**src/rtl/st_pixel_pkg.sv**
```systemverilog
// Shared widths and payload types for the Avalon-ST pixel unpacker.
// The F2H SDRAM beat carries eight 32-bit lanes; each lane holds one
// 24-bit RGB pixel in its low bits (R[23:16], G[15:8], B[7:0]).
package st_pixel_pkg;

  localparam int unsigned F2HSDRAM_DW = 256;
  localparam int unsigned LANE_W      = 32;
  localparam int unsigned PIX_W       = 24;
  localparam int unsigned LANES       = F2HSDRAM_DW / LANE_W;
  localparam int unsigned LANE_IDX_W  = $clog2(LANES);

  typedef logic [PIX_W-1:0]       pixel_t;
  typedef logic [F2HSDRAM_DW-1:0] beat_t;

endpackage

```
**src/rtl/st_beat_fifo.sv**
```systemverilog
// Synchronous show-ahead beat FIFO with registered occupancy flags.
// Ports:
//   clk, rst_n         clock, synchronous active-low reset
//   wr_en, wr_data     push request and data (ignored when full)
//   rd_en, rd_data     pop request; rd_data is the head entry
//   full, empty        registered occupancy flags
//   level              registered entry count, 0..DEPTH
//   wr_ready           registered "room available"; low during reset
module st_beat_fifo #(
  parameter int unsigned WIDTH = 256,
  parameter int unsigned DEPTH = 4
) (
  input  logic                     clk,
  input  logic                     rst_n,
  input  logic                     wr_en,
  input  logic [WIDTH-1:0]         wr_data,
  input  logic                     rd_en,
  output logic [WIDTH-1:0]         rd_data,
  output logic                     full,
  output logic                     empty,
  output logic [$clog2(DEPTH):0]   level,
  output logic                     wr_ready
);

  localparam int unsigned AW = $clog2(DEPTH);
  localparam int unsigned LW = AW + 1;

  logic [WIDTH-1:0] mem [DEPTH];
  logic [AW-1:0]    wr_ptr;
  logic [AW-1:0]    rd_ptr;
  logic [LW-1:0]    count;
  logic [LW-1:0]    count_nxt;
  logic             wr_fire;
  logic             rd_fire;

  assign wr_fire = wr_en && !full;
  assign rd_fire = rd_en && !empty;
  assign rd_data = mem[rd_ptr];
  assign level   = count;

  // Occupancy after this edge; flags are registered from it.
  always_comb begin
    count_nxt = count;
    unique case ({wr_fire, rd_fire})
      2'b10:   count_nxt = count + LW'(1);
      2'b01:   count_nxt = count - LW'(1);
      default: count_nxt = count;
    endcase
  end

  // Storage array, no reset needed.
  always_ff @(posedge clk) begin
    if (wr_fire) begin
      mem[wr_ptr] <= wr_data;
    end
  end

  // Pointers wrap naturally since DEPTH is a power of two.
  always_ff @(posedge clk) begin
    if (!rst_n) begin
      wr_ptr   <= '0;
      rd_ptr   <= '0;
      count    <= '0;
      full     <= 1'b0;
      empty    <= 1'b1;
      wr_ready <= 1'b0;
    end else begin
      if (wr_fire) wr_ptr <= wr_ptr + AW'(1);
      if (rd_fire) rd_ptr <= rd_ptr + AW'(1);
      count    <= count_nxt;
      full     <= (count_nxt == LW'(DEPTH));
      empty    <= (count_nxt == LW'(0));
      wr_ready <= (count_nxt < LW'(DEPTH));
    end
  end

endmodule

```
**src/rtl/st_pixel_unpacker.sv**
```systemverilog
// Avalon-ST sink that buffers 256-bit DDR beats and serialises each one
// into eight 24-bit RGB pixels, lane 0 first, at up to one pixel per clock.
// Ports:
//   clk, rst_n              clock, synchronous active-low reset
//   st_data/st_valid/st_ready   Avalon-ST sink, ready latency 0
//   pix_data/pix_valid/pix_ready pixel stream to the video pipeline
//   fifo_level              beats buffered, not counting the beat being sent
//   underflow_cnt           saturating count of starved pixel-ready cycles
module st_pixel_unpacker
  import st_pixel_pkg::*;
#(
  parameter int unsigned DATA_WIDTH  = F2HSDRAM_DW,
  parameter int unsigned LANE_WIDTH  = LANE_W,
  parameter int unsigned PIXEL_WIDTH = PIX_W,
  parameter int unsigned FIFO_DEPTH  = 4,
  parameter int unsigned CNT_WIDTH   = 16
) (
  input  logic                          clk,
  input  logic                          rst_n,
  input  logic [DATA_WIDTH-1:0]         st_data,
  input  logic                          st_valid,
  output logic                          st_ready,
  output logic [PIXEL_WIDTH-1:0]        pix_data,
  output logic                          pix_valid,
  input  logic                          pix_ready,
  output logic [$clog2(FIFO_DEPTH):0]   fifo_level,
  output logic [CNT_WIDTH-1:0]          underflow_cnt
);

  localparam int unsigned NLANES = DATA_WIDTH / LANE_WIDTH;
  localparam int unsigned IDX_W  = (NLANES > 1) ? $clog2(NLANES) : 1;

  logic [DATA_WIDTH-1:0]  fifo_rd_data;
  logic                   fifo_full;
  logic                   fifo_empty;
  logic                   fifo_wr_en;
  logic                   fifo_rd_en;

  logic                   hold;
  logic                   hold_nxt;
  logic [IDX_W-1:0]       idx;
  logic [IDX_W-1:0]       idx_nxt;
  logic [DATA_WIDTH-1:0]  beat;
  logic [DATA_WIDTH-1:0]  beat_nxt;
  logic [PIXEL_WIDTH-1:0] pix_data_nxt;
  logic                   armed;
  logic                   armed_nxt;
  logic [CNT_WIDTH-1:0]   underflow_nxt;
  logic                   xfer;
  logic                   last_lane;

  assign fifo_wr_en = st_valid && st_ready && !fifo_full;
  assign pix_valid  = hold;

  st_beat_fifo #(
    .WIDTH (DATA_WIDTH),
    .DEPTH (FIFO_DEPTH)
  ) u_fifo (
    .clk      (clk),
    .rst_n    (rst_n),
    .wr_en    (fifo_wr_en),
    .wr_data  (st_data),
    .rd_en    (fifo_rd_en),
    .rd_data  (fifo_rd_data),
    .full     (fifo_full),
    .empty    (fifo_empty),
    .level    (fifo_level),
    .wr_ready (st_ready)
  );

  // Unpacker next state: reload on the last-lane transfer to avoid a bubble.
  always_comb begin
    hold_nxt      = hold;
    idx_nxt       = idx;
    beat_nxt      = beat;
    armed_nxt     = armed;
    underflow_nxt = underflow_cnt;
    fifo_rd_en    = 1'b0;

    xfer      = hold && pix_ready;
    last_lane = (idx == IDX_W'(NLANES - 1));

    if (!fifo_empty && (!hold || (xfer && last_lane))) begin
      fifo_rd_en = 1'b1;
      hold_nxt   = 1'b1;
      idx_nxt    = '0;
      beat_nxt   = fifo_rd_data;
    end else if (xfer) begin
      if (last_lane) begin
        hold_nxt = 1'b0;
        idx_nxt  = '0;
      end else begin
        idx_nxt = idx + IDX_W'(1);
      end
    end

    // Pixel register follows the lane that will be presented next cycle.
    pix_data_nxt = beat_nxt[32'(idx_nxt) * LANE_WIDTH +: PIXEL_WIDTH];

    if (xfer) armed_nxt = 1'b1;

    // Starved cycles only count once the stream has started.
    if (armed && pix_ready && !hold && (underflow_cnt != '1)) begin
      underflow_nxt = underflow_cnt + CNT_WIDTH'(1);
    end
  end

  // Unpacker and statistics registers.
  always_ff @(posedge clk) begin
    if (!rst_n) begin
      hold          <= 1'b0;
      idx           <= '0;
      beat          <= '0;
      pix_data      <= '0;
      armed         <= 1'b0;
      underflow_cnt <= '0;
    end else begin
      hold          <= hold_nxt;
      idx           <= idx_nxt;
      beat          <= beat_nxt;
      pix_data      <= pix_data_nxt;
      armed         <= armed_nxt;
      underflow_cnt <= underflow_nxt;
    end
  end

endmodule

```
**config.mk**
```make
export PLATFORM = sky130hd
export DESIGN_NAME = st_pixel_unpacker
export DESIGN_NICKNAME = d
export VERILOG_FILES = /design/src/rtl/st_pixel_pkg.sv /design/src/rtl/st_beat_fifo.sv /design/src/rtl/st_pixel_unpacker.sv
export SDC_FILE = /design/constraint.sdc
export NUM_CORES = 1
export LEC_CHECK = 0
export CORE_MARGIN = 4
export CORE_UTILIZATION = 50
export CTS_CLUSTER_DIAMETER = 120
export DETAILED_ROUTE_END_ITERATION = 12
export PLACE_DENSITY_LB_ADDON = 0.1
export REMOVE_ABC_BUFFERS = 1
export SYNTH_ARGS = -nofsm -noshare
export SYNTH_HDL_FRONTEND = slang
export SYNTH_SLANG_ARGS = --single-unit
```
**constraint.sdc**
```tcl
create_clock -name clk -period 10.5 [get_ports clk]
set_clock_uncertainty 0.1 [all_clocks]
set_input_delay 2.1 -clock clk [delete_from_list [all_inputs] [get_ports clk]]
set_output_delay 2.1 -clock clk [all_outputs]
set_load 0.02 [all_outputs]
```
==> results of run 1 <==
[cell usage after synthesis (9+ instances only)]
master	instances	area share, %
nor3_1	9	0.12
nand2b_1	10	0.16
edfxtp_1	768	60
o21a_1	13	0.25
nor2_1	68	0.67
clkbuf_1	68	0.67
o21ai_0	16	0.21
a21oi_1	116	1.5
buf_2	34	0.44
inv_1	9	0.088
mux2i_1	31	0.81
o22ai_1	20	0.33
and2_1	90	1.5
mux2_2	49	1.4
buf_4	21	0.41
dfxtp_1	249	13
o221ai_1	17	0.39
nand2_1	359	3.5
o211ai_1	14	0.27
xnor2_1	13	0.30
a2bb2oi_1	10	0.23
mux4_2	192	11
[layout make-up]
cell class,instances,area (µm²)
timing repair buffer,271,2650
clock inverter,40,342
fill,5741,30900
sequential,1017,28100
tap,1030,1290
multi-input combinational,1120,9660
inverter,11,53.8
clock buffer,152,2940
antenna,7,17.5
[layout by cell type, fill, tap and decap left out, types with 5 or more instances in the layout]
| master | Yosys | final |
|---|---|---|
| bufinv_16 | 0 | 5 |
| clkdlybuf4s50_1 | 0 | 239 |
| a2bb2oi_1 | 10 | 10 |
| inv_1 | 9 | 8 |
| mux2_2 | 49 | 49 |
| o221ai_1 | 17 | 17 |
| clkinv_2 | 0 | 14 |
| nor3_1 | 9 | 9 |
| clkinv_1 | 0 | 12 |
| diode_2 | 0 | 7 |
| and2_1 | 90 | 86 |
| nand2_1 | 359 | 359 |
| nor3b_1 | 5 | 5 |
| nand2b_1 | 10 | 10 |
| o211ai_1 | 14 | 14 |
| mux2i_1 | 31 | 29 |
| o21ai_0 | 16 | 16 |
| nand4_1 | 6 | 6 |
| mux4_2 | 192 | 192 |
| or3_1 | 7 | 7 |
| nand3_1 | 7 | 7 |
| o21a_1 | 13 | 13 |
| o2bb2ai_1 | 6 | 6 |
| inv_6 | 0 | 6 |
| edfxtp_1 | 768 | 768 |
| a22oi_1 | 8 | 8 |
| o22ai_1 | 20 | 20 |
| clkbuf_1 | 68 | 33 |
| xnor2_1 | 13 | 13 |
| a21oi_1 | 116 | 116 |
| dfxtp_1 | 249 | 247 |
| clkbuf_16 | 0 | 105 |
| nor2_1 | 68 | 68 |
| clkbuf_8 | 0 | 14 |
| buf_4 | 21 | 31 |
| xor2_1 | 5 | 5 |
| ha_1 | 8 | 8 |
[flip-flops by register name, summed over array words and instances (netlist names), named ones only]
| register | flops |
|---|---|
| u_fifo.level | 3 |
| idx | 3 |
| u_fifo.mem | 768 |
| u_fifo.empty | 1 |
| beat | 192 |
| u_fifo.full | 1 |
| underflow_cnt | 16 |
| pix_valid | 1 |
| u_fifo.rd_ptr | 2 |
| u_fifo.wr_ready | 1 |
| armed | 1 |
| pix_data | 24 |
| u_fifo.wr_ptr | 2 |
[per-layer routing]
metal / global-route usage, % / vias up
met5: 0 / -
li1: - / 9225
met4: 5.85 / 10
met3: 3.61 / 113
met2: 36.3 / 503
met1: 29.3 / 10500
[per-stage QoR]
| step | cell area (µm²) | util (%) | setup slack (ns) | hold slack, ns |
|---|---|---|---|---|
| 6_report | 45000 | 59.3 | 4.87 | 0.353 |
| 5_1_grt | 45000 | 59.3 | 4.63 | 0.373 |
| 4_1_cts | 45000 | 59.2 | 4.87 | 0.354 |
| 3_5_place_dp | 41700 | 54.9 | 4.19 | 0.346 |
| 3_3_place_gp | 41700 | 54.9 | 4.21 | 0.341 |
| 2_1_floorplan | 37700 | - | 0.756 | 0.330 |
[kinds of logic (layout without fill, tap and decap cells)]
kind of cell	Yosys count	after routing	share of synthesized area (%)
AO/OA/AOI/OAI	243	243	4.12
multiplexers	273	273	13.6
flip-flops	1017	1017	73.1
XOR/XNOR	18	18	0.411
buffers and inverters	141	474	1.78
other	0	7	0
adder cells (fa/ha/maj)	9	9	0.313
AND/OR/NAND/NOR	577	577	6.67
[path summary, 6_finish.rpt]
| path | end | cells past startpoint | slack [ns] | from |
|---|---|---|---|---|
| setup / recovery | pix_data[4]$_SDFF_PN0_ | 9 | 4.87 | pix_ready |
| hold / removal | beat[180]$_SDFF_PN0_ | 2 | 0.35 | beat[180]$_SDFF_PN0_ |
| setup reg to reg | pix_data[4]$_SDFF_PN0_ | 10 | 6.35 | idx[0]$_SDFF_PN0_ |
| hold reg to reg | beat[180]$_SDFF_PN0_ | 2 | 0.35 | beat[180]$_SDFF_PN0_ |
[where the power goes]
part | switching (W) | total [W] | internal (W)
Sequential | 0.000196 | 0.00506 | 0.00486
Combinational | 0.00143 | 0.00255 | 0.00112
Clock | 0.00148 | 0.00354 | 0.00206
[worst min-delay path, stage by stage, from the launching register on]
cell and delay (ns):
dfxtp_1 0.31, nand2_1 0.05, a21oi_1 0.05
==> flow_metrics.tcl, run 1 <==
set metrics [dict create \
    status "finished, final reports clean" \
    grt_pass1_vias 21400 \
    peakVddDrop_uv 159 \
    drt_iter0_markers 1243 \
    placed_cells 3449 \
    avgViaCountPerCell 5.59 \
    cts_sinks 1017 \
    top_layer_used "met5" \
    drv_cap 0 \
    drt_drc_violations_left 0 \
    wl_met1_um 37300 \
    finalSetupViolations 0 \
    crit_fanout 96 \
    power.total_w 0.0112 \
    leakagePower_nw 14.7 \
    avgSynthCellArea_um2 16.8 \
    die_h_um 285 \
    cp_cell_sequence "clkdlybuf4s50_1, a21boi_2, or2_4, inv_8, buf_4, mux2_2, o21ai_0, o21ai_0, a2111o_1" \
    core_mm2 0.0759 \
    cts_tree "built" \
    crit_type "in -> reg" \
    htreeDepth 3 \
    period_needed_ns 5.63 \
    maxSlewHeadroom_pct 26.1 \
    ios 305 \
    startpoint_type "primary input" \
    worst_pin_slew_ns 1.10 \
    worst_skew_pair.late_latency_ns 0.65 \
    grt_overflow 0 \
    dieWidth_um 285 \
    finalHoldViolCount 0 \
    post_cts_buffers 0 \
    ys_ff_latch 1017 \
    dpl.hpwl_um 49800 \
    layout.cells.non_filler 3648 \
    ctsRootBufferMaster "clkbuf_16" \
    p_per_area_mw_per_mm2 248 \
    synth-main-ff-cell "edfxtp_1" \
    route.met3.wl_um 4520 \
    clk_pin_slew_ns 0.06 \
    wl_met2_um 43400 \
    grt_pass1_wl_um 132000 \
    antenna_found_initial 11 \
    post_drt_wl_per_cell_um 23.8 \
    setup.worst_path.end_class "register" \
    initial_core_util_pct 50.5 \
    period_share_pct 53.6 \
    slowest_delay_ns 0.81 \
    final_antenna_net_count 0 \
    drt_pass1_iterations 5 \
    maxClockFrequency_mhz 178 \
    gp_congestion 0.770 \
    slew_violations 0 \
    cts_made_buffers 102 \
    critical_path_required_ns 10.92 \
    syn-cell-area_mm2 0.0383 \
    cp_top_family "buffers and inverters" \
    synth_cells 2278 \
    hp-class "reg -> reg" \
    die_area_mm2 0.0812 \
    slowest_stage "clkdlybuf4s50_1" \
    cts_resized 0 \
    worst-path-buf-inv 3 \
    ctsHoldBuffers 0 \
    clockBufferDepth 3 \
    synthToLayoutAreaGrowth_pct 17.4 \
    grt_max_degree 107 \
    rsz0062_at_grt "false" \
    setup-tns-final_ns 0 \
    dr_total_vias 20400 \
    synth_edf_count 768 \
    crit_path_frequent_cell "o21ai_0" \
    fin_nets 2792 \
    ys_warn_count 0 \
    ys_types 63 \
    synthArstFlopShare_pct 0 \
    drive_gt1_share_pct 17.0 \
    grt_usage_pct 21.5 \
    crit_arrival_ns 6.05 \
    yosysSeqAreaShare_pct 73.1 \
    rows 101 \
    port_buffers 240 \
    routed_wirelength_um 86900 \
]
No activity file was read; power rests on OpenSTA's default activity.
==> run 2: changes to the inputs <==
==> constraint.sdc (replaced) <==
create_clock -name clk -period 4.7 [get_ports clk]
set_clock_uncertainty 0.1 [all_clocks]
set_input_delay 0.94 -clock clk [delete_from_list [all_inputs] [get_ports clk]]
set_output_delay 0.94 -clock clk [all_outputs]
set_load 0.02 [all_outputs]
==> run 2 against run 1 <==
First-iteration DRC count up 29%. Sequential power up 120%. Highest routed layer unchanged. Worst hold slack better by 0.0022 ns. Core utilization up 0.30 points. Final cell count up 0.49%. Count of clock-buffer cells in the layout down 3. Flip-flop and latch count unchanged. Routed wire length down 1.6%. Design area up 0.51%. Register-to-register slack worse by 5.0 ns.
==> flow_metrics.tcl, run 2 (synthesized netlist as in run 1, its figures left out) <==
set metrics [dict create \
    switchingPower_w 0.00689 \
    worst_pin_slew_ns 1.02 \
    largest_reg_flops 768 \
    dr_total_vias 20500 \
    ios 305 \
    setup-tns-final_ns 0 \
    maxClockFrequency_mhz 270 \
    port_buffers 240 \
    avgViaCountPerCell 5.58 \
    final_cell_mix "edfxtp_1, nand2_1, dfxtp_1" \
    reg_top3 "u_fifo.mem: 768 flops, beat: 192 flops, pix_data: 24 flops" \
    cts_sinks 1017 \
    setup.worst_path.end_class "register" \
    drt_drc_violations_left 0 \
    grt_pass1_wl_um 130000 \
    grt_max_degree 144 \
    startpoint_type "primary input" \
    routed_wirelength_um 85500 \
    dpl.hpwl_um 51700 \
    final_antenna_net_count 0 \
    fin_nets 2815 \
    core_mm2 0.0759 \
    dieWidth_um 285 \
    cp_cell_sequence "clkdlybuf4s50_1, mux2i_1, a221o_2, nand2_1, nor3_4, buf_4, a22oi_1, o211ai_1" \
    post_drt_wl_per_cell_um 23.3 \
    hold_start "beat[151]$_SDFF_PN0_" \
    gp_congestion 0.764 \
    cts_tree "built" \
    switching_share_pct 27.8 \
    cts_resized 0 \
    period_share_pct 78.9 \
    worst_skew_pair.late_latency_ns 0.63 \
    rows 101 \
    ctsRootBufferMaster "clkbuf_16" \
    die_area_mm2 0.0812 \
    worstReg2RegStart "idx[0]$_SDFF_PN0_" \
    slowest_stage "clkdlybuf4s50_1" \
    grt_pass1_vias 21000 \
    grt_usage_pct 21.1 \
    grt_overflow 0 \
    htreeDepth 3 \
    drt_pass1_iterations 5 \
    leakagePower_nw 14.8 \
    drt_iter0_markers 1603 \
    period_needed_ns 3.71 \
    crit_arrival_ns 4.17 \
    die_h_um 285 \
    critPathLaunch "pix_ready" \
    final_common_cell "edfxtp_1" \
    finalSetupViolations 0 \
    peakVddDrop_uv 378 \
    cts_made_buffers 100 \
    p_per_area_mw_per_mm2 548 \
    fin_hold_ws_ns 0.355 \
    power.internal_w 0.0179 \
    hp-class "reg -> reg" \
    placed_cell_area_mm2 0.0421 \
    clk_pin_slew_ns 0.06 \
    ctsHoldBuffers 0 \
    antenna_found_initial 8 \
    maxSlewHeadroom_pct 30.7 \
    slowest_delay_ns 0.81 \
    synthToLayoutAreaGrowth_pct 18.0 \
    critical_path_required_ns 5.16 \
    seq_power_share_pct 45.7 \
    clockBufferDepth 3 \
    finalHoldViolCount 0 \
    clkPwrFrac_pct 30.6 \
    drive_gt1_share_pct 17.3 \
    drv_cap 0 \
    crit_fanout 13 \
    rsz0062_at_grt "false" \
    post_cts_buffers 0 \
    crit_type "in -> reg" \
    fin_area_mm2 0.0452 \
    slew_violations 0 \
    initial_core_util_pct 50.5 \
    status "finished, final reports clean" \
    combPwrFrac_pct 23.7 \
    largest_register "u_fifo.mem" \
]
[run 2: stage by stage]
stage | setup slack, ns | power (W) | util (%) | std cells
2_1_floorplan | -5.04 | 0.0155 | - | 2148
3_3_place_gp | 0.474 | 0.0174 | 55.4 | 3474
3_5_place_dp | 0.377 | 0.0175 | 55.4 | 3474
4_1_cts | 1.06 | 0.0251 | 59.5 | 3660
5_1_grt | 0.923 | 0.0260 | 59.6 | 3665
6_report | 0.990 | 0.0248 | 59.6 | 3666
[run 2: final timing paths]
| check | endpoint | slack [ns] | depth (start not counted) |
|---|---|---|---|
| setup / recovery | pix_data[6]$_SDFF_PN0_ | 0.99 | 8 |
| hold / removal | beat[151]$_SDFF_PN0_ | 0.35 | 2 |
| setup reg to reg | pix_data[6]$_SDFF_PN0_ | 1.37 | 9 |
| hold reg to reg | beat[151]$_SDFF_PN0_ | 0.35 | 2 |
[run 2: critical path, delay by kind of cell]
kind,cells,cell delay (ns)
buffers and inverters,2,1.15
AND/OR/NAND/NOR,2,0.87
AO/OA/AOI/OAI,3,0.80
multiplexers,1,0.40
[run 2: power groups by stage]
stage          combinational [W]  sequential (W)  clock, W
2_1_floorplan            0.00369          0.0118         0
3_3_place_gp             0.00594          0.0115         0
3_5_place_dp             0.00599          0.0115         0
4_1_cts                  0.00601          0.0113   0.00778
5_1_grt                  0.00642          0.0114   0.00817
6_report                 0.00589          0.0113   0.00759
[run 2: area by class of cell]
type / instances / area (µm²)
Antenna cell: 6 / 15.0
Clock buffer: 149 / 2800
Clock inverter: 37 / 318
Fill cell: 5706 / 30700
Inverter: 11 / 53.8
Multi-Input combinational cell: 1120 / 9660
Sequential cell: 1017 / 28100
Tap cell: 1030 / 1290
Timing Repair Buffer: 296 / 3050
[run 2: routing by layer]
metal  track usage [%]  routed length (µm)  share of wire [%]
met3              3.44                4430                5.2
met1              29.7               37200                 43
met2              34.9               42500                 50
met5                 0                  37              0.043
met4              5.32                1330                1.6
==> run 3: changes to the inputs <==
==> constraint.sdc (replaced) <==
create_clock -name clk -period 3.3 [get_ports clk]
set_clock_uncertainty 0.1 [all_clocks]
set_input_delay 0.66 -clock clk [delete_from_list [all_inputs] [get_ports clk]]
set_output_delay 0.66 -clock clk [all_outputs]
set_load 0.02 [all_outputs]
==> run 3 against run 2 <==
Register-to-register slack got worse by 0.92 ns. Setup slack got worse by 0.54 ns. Combinational power rose by 52%. Sequential share of layout area fell by 1.4 points. Clock power rose by 54%. Final cell count rose by 1.8%. Design area rose by 2.3%. Critical path type is now reg -> reg. Largest power group unchanged. Highest routed layer is now met4.
==> flow_metrics.tcl, run 3 (synthesized netlist as in run 1, its figures left out) <==
set metrics [dict create \
    worst_pin_slew_ns 0.821 \
    drt_pass1_iterations 5 \
    initial_core_util_pct 50.5 \
    avgViaCountPerCell 5.53 \
    worst_skew_pair.late_latency_ns 0.65 \
    maxClockFrequency_mhz 351 \
    period_needed_ns 2.85 \
    power.total_w 0.0367 \
    critical_path_required_ns 3.76 \
    antenna_found_initial 1 \
    grt_pass1_vias 21400 \
    layout.cells.non_filler 3733 \
    final_antenna_net_count 0 \
    routed_wirelength_um 85800 \
    hold_depth 2 \
    final_common_cell "edfxtp_1" \
    rows 101 \
    worstReg2RegStart "idx[0]$_SDFF_PN0_" \
    crit_arrival_ns 3.31 \
    crit_type "reg -> reg" \
    dr_total_vias 20700 \
    core_mm2 0.0759 \
    hold_path_end "beat[225]$_SDFF_PN0_" \
    gp_congestion 0.784 \
    finalSetupViolations 0 \
    grt_usage_pct 21.2 \
    maxSlewHeadroom_pct 45.1 \
    die_h_um 285 \
    drive_gt1_share_pct 19.7 \
    fin_nets 2881 \
    drt_iter0_markers 1295 \
    dieWidth_um 285 \
    setup-tns-final_ns 0 \
    ctsRootBufferMaster "clkbuf_16" \
    hold_start "beat[225]$_SDFF_PN0_" \
    hp-class "reg -> reg" \
    drt_drc_violations_left 0 \
    dpl.hpwl_um 54400 \
    final_cell_mix "edfxtp_1, nand2_1, dfxtp_1" \
    crit_fanout 6 \
    slew_violations 0 \
    clockBufferDepth 3 \
    largest_reg_flops 768 \
    r2r_slack_ns 0.45 \
    cts_made_buffers 102 \
    p_per_area_mw_per_mm2 792 \
    reg_top3 "u_fifo.mem: 768 flops, beat: 192 flops, pix_data: 24 flops" \
    post_cts_buffers 0 \
    ios 305 \
    grt_max_degree 78 \
    synthToLayoutAreaGrowth_pct 20.7 \
    finalHoldViolCount 0 \
    leakagePower_nw 15.3 \
    cts_sinks 1017 \
    largest_register "u_fifo.mem" \
    r2r_cells 8 \
    placed_cells 3538 \
    drv_cap 0 \
    htreeDepth 3 \
    peakVddDrop_uv 582 \
    cts_tree "built" \
    period_share_pct 86.3 \
    grt_overflow 0 \
    post_drt_wl_per_cell_um 23.0 \
    startpoint_type "register" \
    grt_pass1_wl_um 131000 \
    r2r-end "pix_data[12]$_SDFF_PN0_" \
    cts_resized 0 \
    clk_pin_slew_ns 0.06 \
    setup.worst_path.end_class "register" \
    die_area_mm2 0.0812 \
    port_buffers 240 \
    rsz0062_at_grt "false" \
    status "finished, final reports clean" \
    ctsHoldBuffers 0 \
]
run 3: cell types whose count changed in the layout (fill, tap and decap cells not counted), sizes merged, moves of 3 or more:
cell    delta
bufinv     +8
diode      -5
clkinv    +10
inv        +3
buf       +64
clkbuf    -11
run 3: critical path: stages, from the launching register on:
cell       delay (ns)
dfxtp_1          0.38
ha_1             0.24
ha_1             0.22
nor2_1           0.26
mux2i_1          0.19
mux2_2           0.36
nor2_1           0.64
o2111ai_1        0.23
nand4b_1         0.15
run 3: how the worst max path moves through the flow:
stage | from | end | slack, ns | cells past startpoint
CTS | idx[0]$_SDFF_PN0_ | pix_data[2]$_SDFF_PN0_ | 0.47 | 8
global route | idx[0]$_SDFF_PN0_ | pix_data[2]$_SDFF_PN0_ | 0.26 | 8
floorplan | register | pix_data[4]$_SDFF_PN0_ | -6.44 | 5
global placement | pix_ready | pix_data[15]$_SDFF_PN0_ | -0.03 | 9
detailed placement | pix_ready | pix_data[15]$_SDFF_PN0_ | -0.05 | 9
finish | idx[0]$_SDFF_PN0_ | pix_data[12]$_SDFF_PN0_ | 0.45 | 8
run 3: power breakdown:
group          switching (W)  internal [W]
registers           0.000618        0.0154
logic                0.00474       0.00421
clock network        0.00469       0.00697
total                 0.0100        0.0266
run 3: through the flow:
stage | instance area, µm² | utilization [%] | hold slack (ns) | setup WS [ns]
floorplan | 37700 | - | 0.330 | -6.44
global placement | 42900 | 56.4 | 0.341 | -0.0275
detailed placement | 42900 | 56.4 | 0.347 | -0.0468
CTS | 46300 | 60.9 | 0.355 | 0.466
global route | 46300 | 60.9 | 0.370 | 0.256
finish | 46300 | 60.9 | 0.355 | 0.453
run 3: area by class of cell:
class | instances | area (µm²)
flip-flops and latches | 1017 | 28100
multi-input cells | 1120 | 9660
repair buffers | 360 | 3800
diodes | 1 | 2.50
clock inverters | 56 | 616
clock buffers | 138 | 2800
well taps | 1030 | 1290
fillers | 5554 | 29700
inverters | 11 | 53.8
run 3: metal layers:
layer  track usage, %  up-vias  part of all wire, %
li1                 -     9396                    -
met2             35.3      492                   50
met1             29.6    10700                   44
met3             3.33      109                  4.7
met5                0        -                    0
met4             5.48        0                  2.0
